[src/rtl/interface_dht11_multi_uc.sv]
// interface_dht11_multi_uc: sweep controller for N_CH DHT11 sensors with per-channel retry,
// timeout and continuous re-arm. Rev 1.0
`default_nettype none

module interface_dht11_multi_uc #(
  parameter  int N_CH           = 4,
  parameter  int DELAY_CYCLES   = 50,
  parameter  int TIMEOUT_CYCLES = 1000,
  parameter  int MAX_TENTATIVAS = 3,
  parameter  int PAUSA_CYCLES   = 500,
  localparam int CW = (N_CH > 1) ? $clog2(N_CH) : 1,
  localparam int TW = (MAX_TENTATIVAS > 1) ? $clog2(MAX_TENTATIVAS) : 1
) (
  input  logic            clock,
  input  logic            reset,
  input  logic            medir_dht11,
  input  logic            modo_continuo,
  input  logic            fim_recepcao_medida,
  input  logic            medida_ok,
  output logic [CW-1:0]   canal,
  output logic            medir_out,
  output logic [N_CH-1:0] load_medida,
  output logic [N_CH-1:0] erro_canal,
  output logic            pronto_medida,
  output logic            ocupado,
  output logic [3:0]      db_estado,
  output logic [TW-1:0]   db_tentativas
);

  localparam int MAX_DT  = (DELAY_CYCLES > TIMEOUT_CYCLES) ? DELAY_CYCLES : TIMEOUT_CYCLES;
  localparam int MAX_ALL = (MAX_DT > PAUSA_CYCLES) ? MAX_DT : PAUSA_CYCLES;
  localparam int NW      = (MAX_ALL > 1) ? $clog2(MAX_ALL) : 1;

  localparam logic [NW-1:0] DELAY_LAST   = NW'(DELAY_CYCLES - 1);
  localparam logic [NW-1:0] TIMEOUT_LAST = NW'(TIMEOUT_CYCLES - 1);
  localparam logic [NW-1:0] PAUSA_LAST   = NW'(PAUSA_CYCLES - 1);
  localparam logic [CW-1:0] CANAL_LAST   = CW'(N_CH - 1);
  localparam logic [TW-1:0] TENT_LAST    = TW'(MAX_TENTATIVAS - 1);

  localparam logic [3:0] S_INICIAL       = 4'd0;
  localparam logic [3:0] S_MEDE          = 4'd1;
  localparam logic [3:0] S_ESPERA_DELAY  = 4'd2;
  localparam logic [3:0] S_ESPERA_MEDIDA = 4'd3;
  localparam logic [3:0] S_ARMAZENA      = 4'd4;
  localparam logic [3:0] S_FALHA         = 4'd5;
  localparam logic [3:0] S_PROXIMO       = 4'd6;
  localparam logic [3:0] S_FIM           = 4'd7;
  localparam logic [3:0] S_PAUSA         = 4'd8;

  logic [3:0]    state;
  logic [3:0]    next_state;
  logic [TW-1:0] tent;
  logic [NW-1:0] cnt;

  logic delay_done;
  logic timeout_hit;
  logic pausa_done;
  logic resp_good;
  logic attempt_failed;
  logic last_try;
  logic last_canal;

  assign delay_done  = (cnt == DELAY_LAST);
  assign timeout_hit = (cnt == TIMEOUT_LAST);
  assign pausa_done  = (cnt == PAUSA_LAST);
  assign last_try    = (tent == TENT_LAST);
  assign last_canal  = (canal == CANAL_LAST);
  assign resp_good   = fim_recepcao_medida & medida_ok;
  // A frame arriving on the timeout cycle is a response, not a timeout.
  assign attempt_failed = fim_recepcao_medida ? ~medida_ok : timeout_hit;

  always_ff @(posedge clock or negedge reset) begin
    if (!reset) begin
      state <= S_INICIAL;
    end else begin
      state <= next_state;
    end
  end

  always_comb begin
    next_state = state;
    case (state)
      S_INICIAL:       if (medir_dht11) next_state = S_MEDE;
      S_MEDE:          next_state = S_ESPERA_DELAY;
      S_ESPERA_DELAY:  if (delay_done) next_state = S_ESPERA_MEDIDA;
      S_ESPERA_MEDIDA: begin
        if (resp_good) begin
          next_state = S_ARMAZENA;
        end else if (attempt_failed) begin
          next_state = last_try ? S_FALHA : S_MEDE;
        end
      end
      S_ARMAZENA:      next_state = S_PROXIMO;
      S_FALHA:         next_state = S_PROXIMO;
      S_PROXIMO:       next_state = last_canal ? S_FIM : S_MEDE;
      S_FIM:           next_state = modo_continuo ? S_PAUSA : S_INICIAL;
      S_PAUSA: begin
        if (!modo_continuo) begin
          next_state = S_INICIAL;
        end else if (pausa_done) begin
          next_state = S_MEDE;
        end
      end
      default:         next_state = S_INICIAL;
    endcase
  end

  always_ff @(posedge clock or negedge reset) begin
    if (!reset) begin
      canal      <= '0;
      tent       <= '0;
      cnt        <= '0;
      erro_canal <= '0;
    end else begin
      case (state)
        S_INICIAL: begin
          if (medir_dht11) begin
            canal      <= '0;
            tent       <= '0;
            erro_canal <= '0;
          end
        end
        S_MEDE: cnt <= '0;
        S_ESPERA_DELAY: cnt <= delay_done ? '0 : cnt + NW'(1);
        S_ESPERA_MEDIDA: begin
          cnt <= cnt + NW'(1);
          if (!resp_good && attempt_failed && !last_try) begin
            tent <= tent + TW'(1);
          end
        end
        S_FALHA: erro_canal[canal] <= 1'b1;
        S_PROXIMO: begin
          if (!last_canal) begin
            canal <= canal + CW'(1);
            tent  <= '0;
          end
        end
        S_FIM: cnt <= '0;
        S_PAUSA: begin
          cnt <= cnt + NW'(1);
          if (modo_continuo && pausa_done) begin
            canal      <= '0;
            tent       <= '0;
            erro_canal <= '0;
          end
        end
        default: ;
      endcase
    end
  end

  always_comb begin
    medir_out     = (state == S_MEDE);
    pronto_medida = (state == S_FIM);
    ocupado       = (state != S_INICIAL);
    db_estado     = state;
    db_tentativas = tent;
    load_medida   = '0;
    if (state == S_ARMAZENA) begin
      load_medida[canal] = 1'b1;
    end
  end

endmodule

`default_nettype wire

[config.mk]
export PLATFORM = sky130hd
export DESIGN_NAME = interface_dht11_multi_uc
export DESIGN_NICKNAME = d
export VERILOG_FILES = /design/src/rtl/interface_dht11_multi_uc.sv
export SDC_FILE = /design/constraint.sdc
export NUM_CORES = 1
export LEC_CHECK = 0
export ABC_AREA = 1
export CELL_PAD_IN_SITES_DETAIL_PLACEMENT = 1
export CELL_PAD_IN_SITES_GLOBAL_PLACEMENT = 1
export CORE_MARGIN = 1.5
export CORE_UTILIZATION = 23
export DETAILED_ROUTE_END_ITERATION = 8
export HOLD_SLACK_MARGIN = 0.05
export PLACE_DENSITY = 0.52
export REMOVE_ABC_BUFFERS = 1
export SLEW_MARGIN = 20
export SYNTH_ARGS = -nofsm -noshare
export SYNTH_HDL_FRONTEND = slang
export SYNTH_SLANG_ARGS = --single-unit
[constraint.sdc]
create_clock -name clock -period 1.9 [get_ports clock]
set_input_delay 0.19 -clock clock [delete_from_list [all_inputs] [get_ports clock]]
set_output_delay 0.19 -clock clock [all_outputs]
set_load 0.01 [all_outputs]
==> metrics.md <==
| Metric | Value |
|---|---|
| Initial Utilization | 24.2% |
| Final instance area | 0.00199 sq mm |
| Synth Flop Type | dfrtp_1 |
| Diode count | 0 |
| Most common library cells after synthesis | nand2_1, inv_1, nor2_1 |
| Most common cell in the netlist | nand2_1 |
| Total net switching power | 1.10 mW |
| Slew Limit Headroom | 78.7% |
| Worst-margin pin slew | 0.319 ns |
| Post-synth top area share | 35.2% |
| Placer Congestion | 0.724 |
| Final cell count without fillers | 340 |
| Mean post-synth cell area | 6.75 sq um |
| Critical Path Start Type | flop |
| Post-Synthesis Cells | 232 |
| R2r endpoint | db_tentativas[1]$_DFFE_PN0P_ |
| Post-synthesis cell area | 0.00157 sq mm |
| Clock tree buffer depth | 2 |
| HPWL Detailed | 3520 um |
| Setup ws final | 0.0720 ns |
| R2r setup slk | 0.29 ns |
| GR Util All Layers | 13.1% |
| Largest net degree at the start of global routing | 23 |
| Skew final | 0.00311 ns |
| Net Sw Frac | 48.3% |
| CTS Sinks | 22 |
| Initial DRC Count | 40 |
| Total grt overflow | 0 |
| Max VDD drop | 0.555 mV |
| Setup WS pre-CTS | 0.228 ns |
| Area of placed instances | 0.00191 sq mm |
| Slowest cell on the critical path | clkdlybuf4s50_1 |
| Antenna violations before repair | 0 |
| TritonCTS clock tree | built |
| ANT nets after route | 0 |
| Status | complete, no violations |
| Synth async-reset ratio | 100% |
| Top cell type by total area after synthesis | dfrtp_1 |
| Wire per inst | 13.2 um |
| Via count | 1508 |
| Final setup viols | 0 |
| First-pass GRT wire length | 7530 um |
| Power Internal | 1.18 mW |
| Final min period | 1.83 ns |
| Post-synthesis register bit count | 22 |
| Seq/Total Area, Yosys | 35.2% |
| Hold Slack | 0.276 ns |
| Core Rows | 29 |
| Final Hold Fails | 0 |
| Post-synth EDFFs | 0 |
| Share of the clock period used by the worst path | 96.2% |
| Inserted Clock Buffers | 3 |
| Max Slew Vio Count | 0 |
| TritonRoute pass-1 iters | 4 |
| IO Port Bufs | 24 |
| Max cap viols | 0 |
| Critical path buffer and inverter count | 3 |
| Fmax | 547 MHz |
| Min-delay worst type | in2async |
| Die Wd | 85.5 um |
| Share of power burned in registers | 29.9% |
| Crit path cell chain | inv_2 -> nor2_4 -> nand2_2 -> inv_1 -> clkdlybuf4s50_1 |
| Routed vias/inst | 4.44 |
| Die ar. | 0.00731 sq mm |
| CORE AREA | 0.00646 sq mm |
| Crit-path max FO | 5 |
| Yosys warns | 0 |
| Clock latency on the worst-skew pair | 0.27 ns |
| Setup Crit Path Kind | reg2out |
| Vias in the first global route | 1558 |
| Crit-path leading delay family | buffers and inverters |
| Setup_tns | 0 ns |
| Total power | 2.28 mW |
| Origin of the critical flop-to-flop path | cnt[1]$_DFFE_PN0P_ |
| Clk slew on worst S/H paths | 0.09 ns |
| Worst Setup End Kind | primary output |
| I/O Pins | 25 |
| Final core occ | 30.8% |
| Pwr per Cell Area | 1150 mW/mm^2 |
| Worst endpoint required time | 1.71 ns |
| Root Buffer | clkbuf_8 |
| Ranking of synthesized cells by area | dfrtp_1, nand2_1, inv_1 |
| Layout cells sized above 1 | 13.3% |
| P&R area growth vs syn | 27.3% |
| Final #Nets | 278 |
| Combinational share of power | 56.3% |
| Clk pwr share | 13.7% |
| Number of remaining DRC errors | 0 |
| Die height | 85.5 um |
| Leakage power | 1.10 nW |
| Unique masters post-synth | 22 |
| Total number of H-tree levels | 1 |
| Largest stage delay on the critical path | 0.52 ns |
| Routed Wire Length | 4490 um |
| DP Cell Count | 335 |
| Critical Path AT | 1.64 ns |
| RSZ-0062 raised after global routing | yes |
| Worst Reg-to-Reg Cells | 9 |
-- worst max-delay path by stage --
stage	start	endpoint	slack, ns	cells past startpoint
4_1_cts	canal[0]$_DFFE_PN0P_	load_medida[2]	0.002	5
3_5_place_dp	db_estado[1]$_DFFE_PN0P_	load_medida[3]	0.23	4
5_1_grt	db_estado[2]$_DFFE_PN0P_	pronto_medida	-0.03	5
3_3_place_gp	db_estado[1]$_DFFE_PN0P_	load_medida[2]	0.25	4
6_report	db_estado[2]$_DFFE_PN0P_	pronto_medida	0.07	5
2_1_floorplan	db_estado[1]$_DFFE_PN0P_	cnt[7]$_DFFE_PN0P_	0.50	9
-- routing by layer --
layer / GRT usage, % / part of all wire, % / vias up
li1: - / - / 777
met5: 0 / 0 / -
met3: 3.08 / 2.8 / 2
met4: 2.64 / 0.53 / 0
met1: 16.6 / 47 / 715
met2: 22.8 / 50 / 14
-- logic make-up after synthesis --
logic type	Yosys count	synth area share [%]
AO/OA/AOI/OAI	20	6.79
buffers and inverters	37	9.51
adder cells (fa/ha/maj)	7	5.60
AND/OR/NAND/NOR	145	42.4
flip-flops	22	35.2
XOR/XNOR	1	0.560
-- what timing repair did --
item,in CTS,in global routing
gates resized for setup,2,10
buffers inserted,0,2
setup endpoints to repair,6,7
hold buffers,0,0
-- placed cells by master (no fill, tap or decap), types with 3 or more instances in the layout --
| cell | count |
|---|---|
| a21oi_1 | 7 |
| buf_4 | 4 |
| clkbuf_8 | 3 |
| clkdlybuf4s50_1 | 20 |
| dfrtp_1 | 18 |
| dfrtp_2 | 4 |
| dlymetal6s2s_1 | 4 |
| ha_1 | 7 |
| inv_1 | 31 |
| inv_2 | 3 |
| nand2_1 | 77 |
| nand2_2 | 7 |
| nand3_1 | 14 |
| nand4_1 | 3 |
| nor2_1 | 31 |
| nor2_4 | 5 |
| nor3_1 | 3 |
| o21ai_0 | 9 |
-- flip-flops by register name, indices dropped and copies added (netlist names) --
name	count
canal	2
cnt	10
db_estado	4
db_tentativas	2
erro_canal	4
-- power groups by stage --
stage | sequential, mW | combinational, mW | clock (mW)
after floorplan | 0.694 | 0.829 | 0
final | 0.684 | 1.29 | 0.314
after CTS | 0.686 | 1.29 | 0.334
after global routing | 0.701 | 1.47 | 0.350
after detailed placement | 0.691 | 1.27 | 0
after global placement | 0.688 | 1.28 | 0
-- layout make-up --
type | count | area (sq um)
clock buffers | 3 | 41.3
well taps | 77 | 96.3
multi-input cells | 173 | 873
fillers | 846 | 4470
flip-flops and latches | 22 | 556
repair buffers | 29 | 285
inverters | 36 | 140
Note: power is estimated with default switching activity, not from simulation.
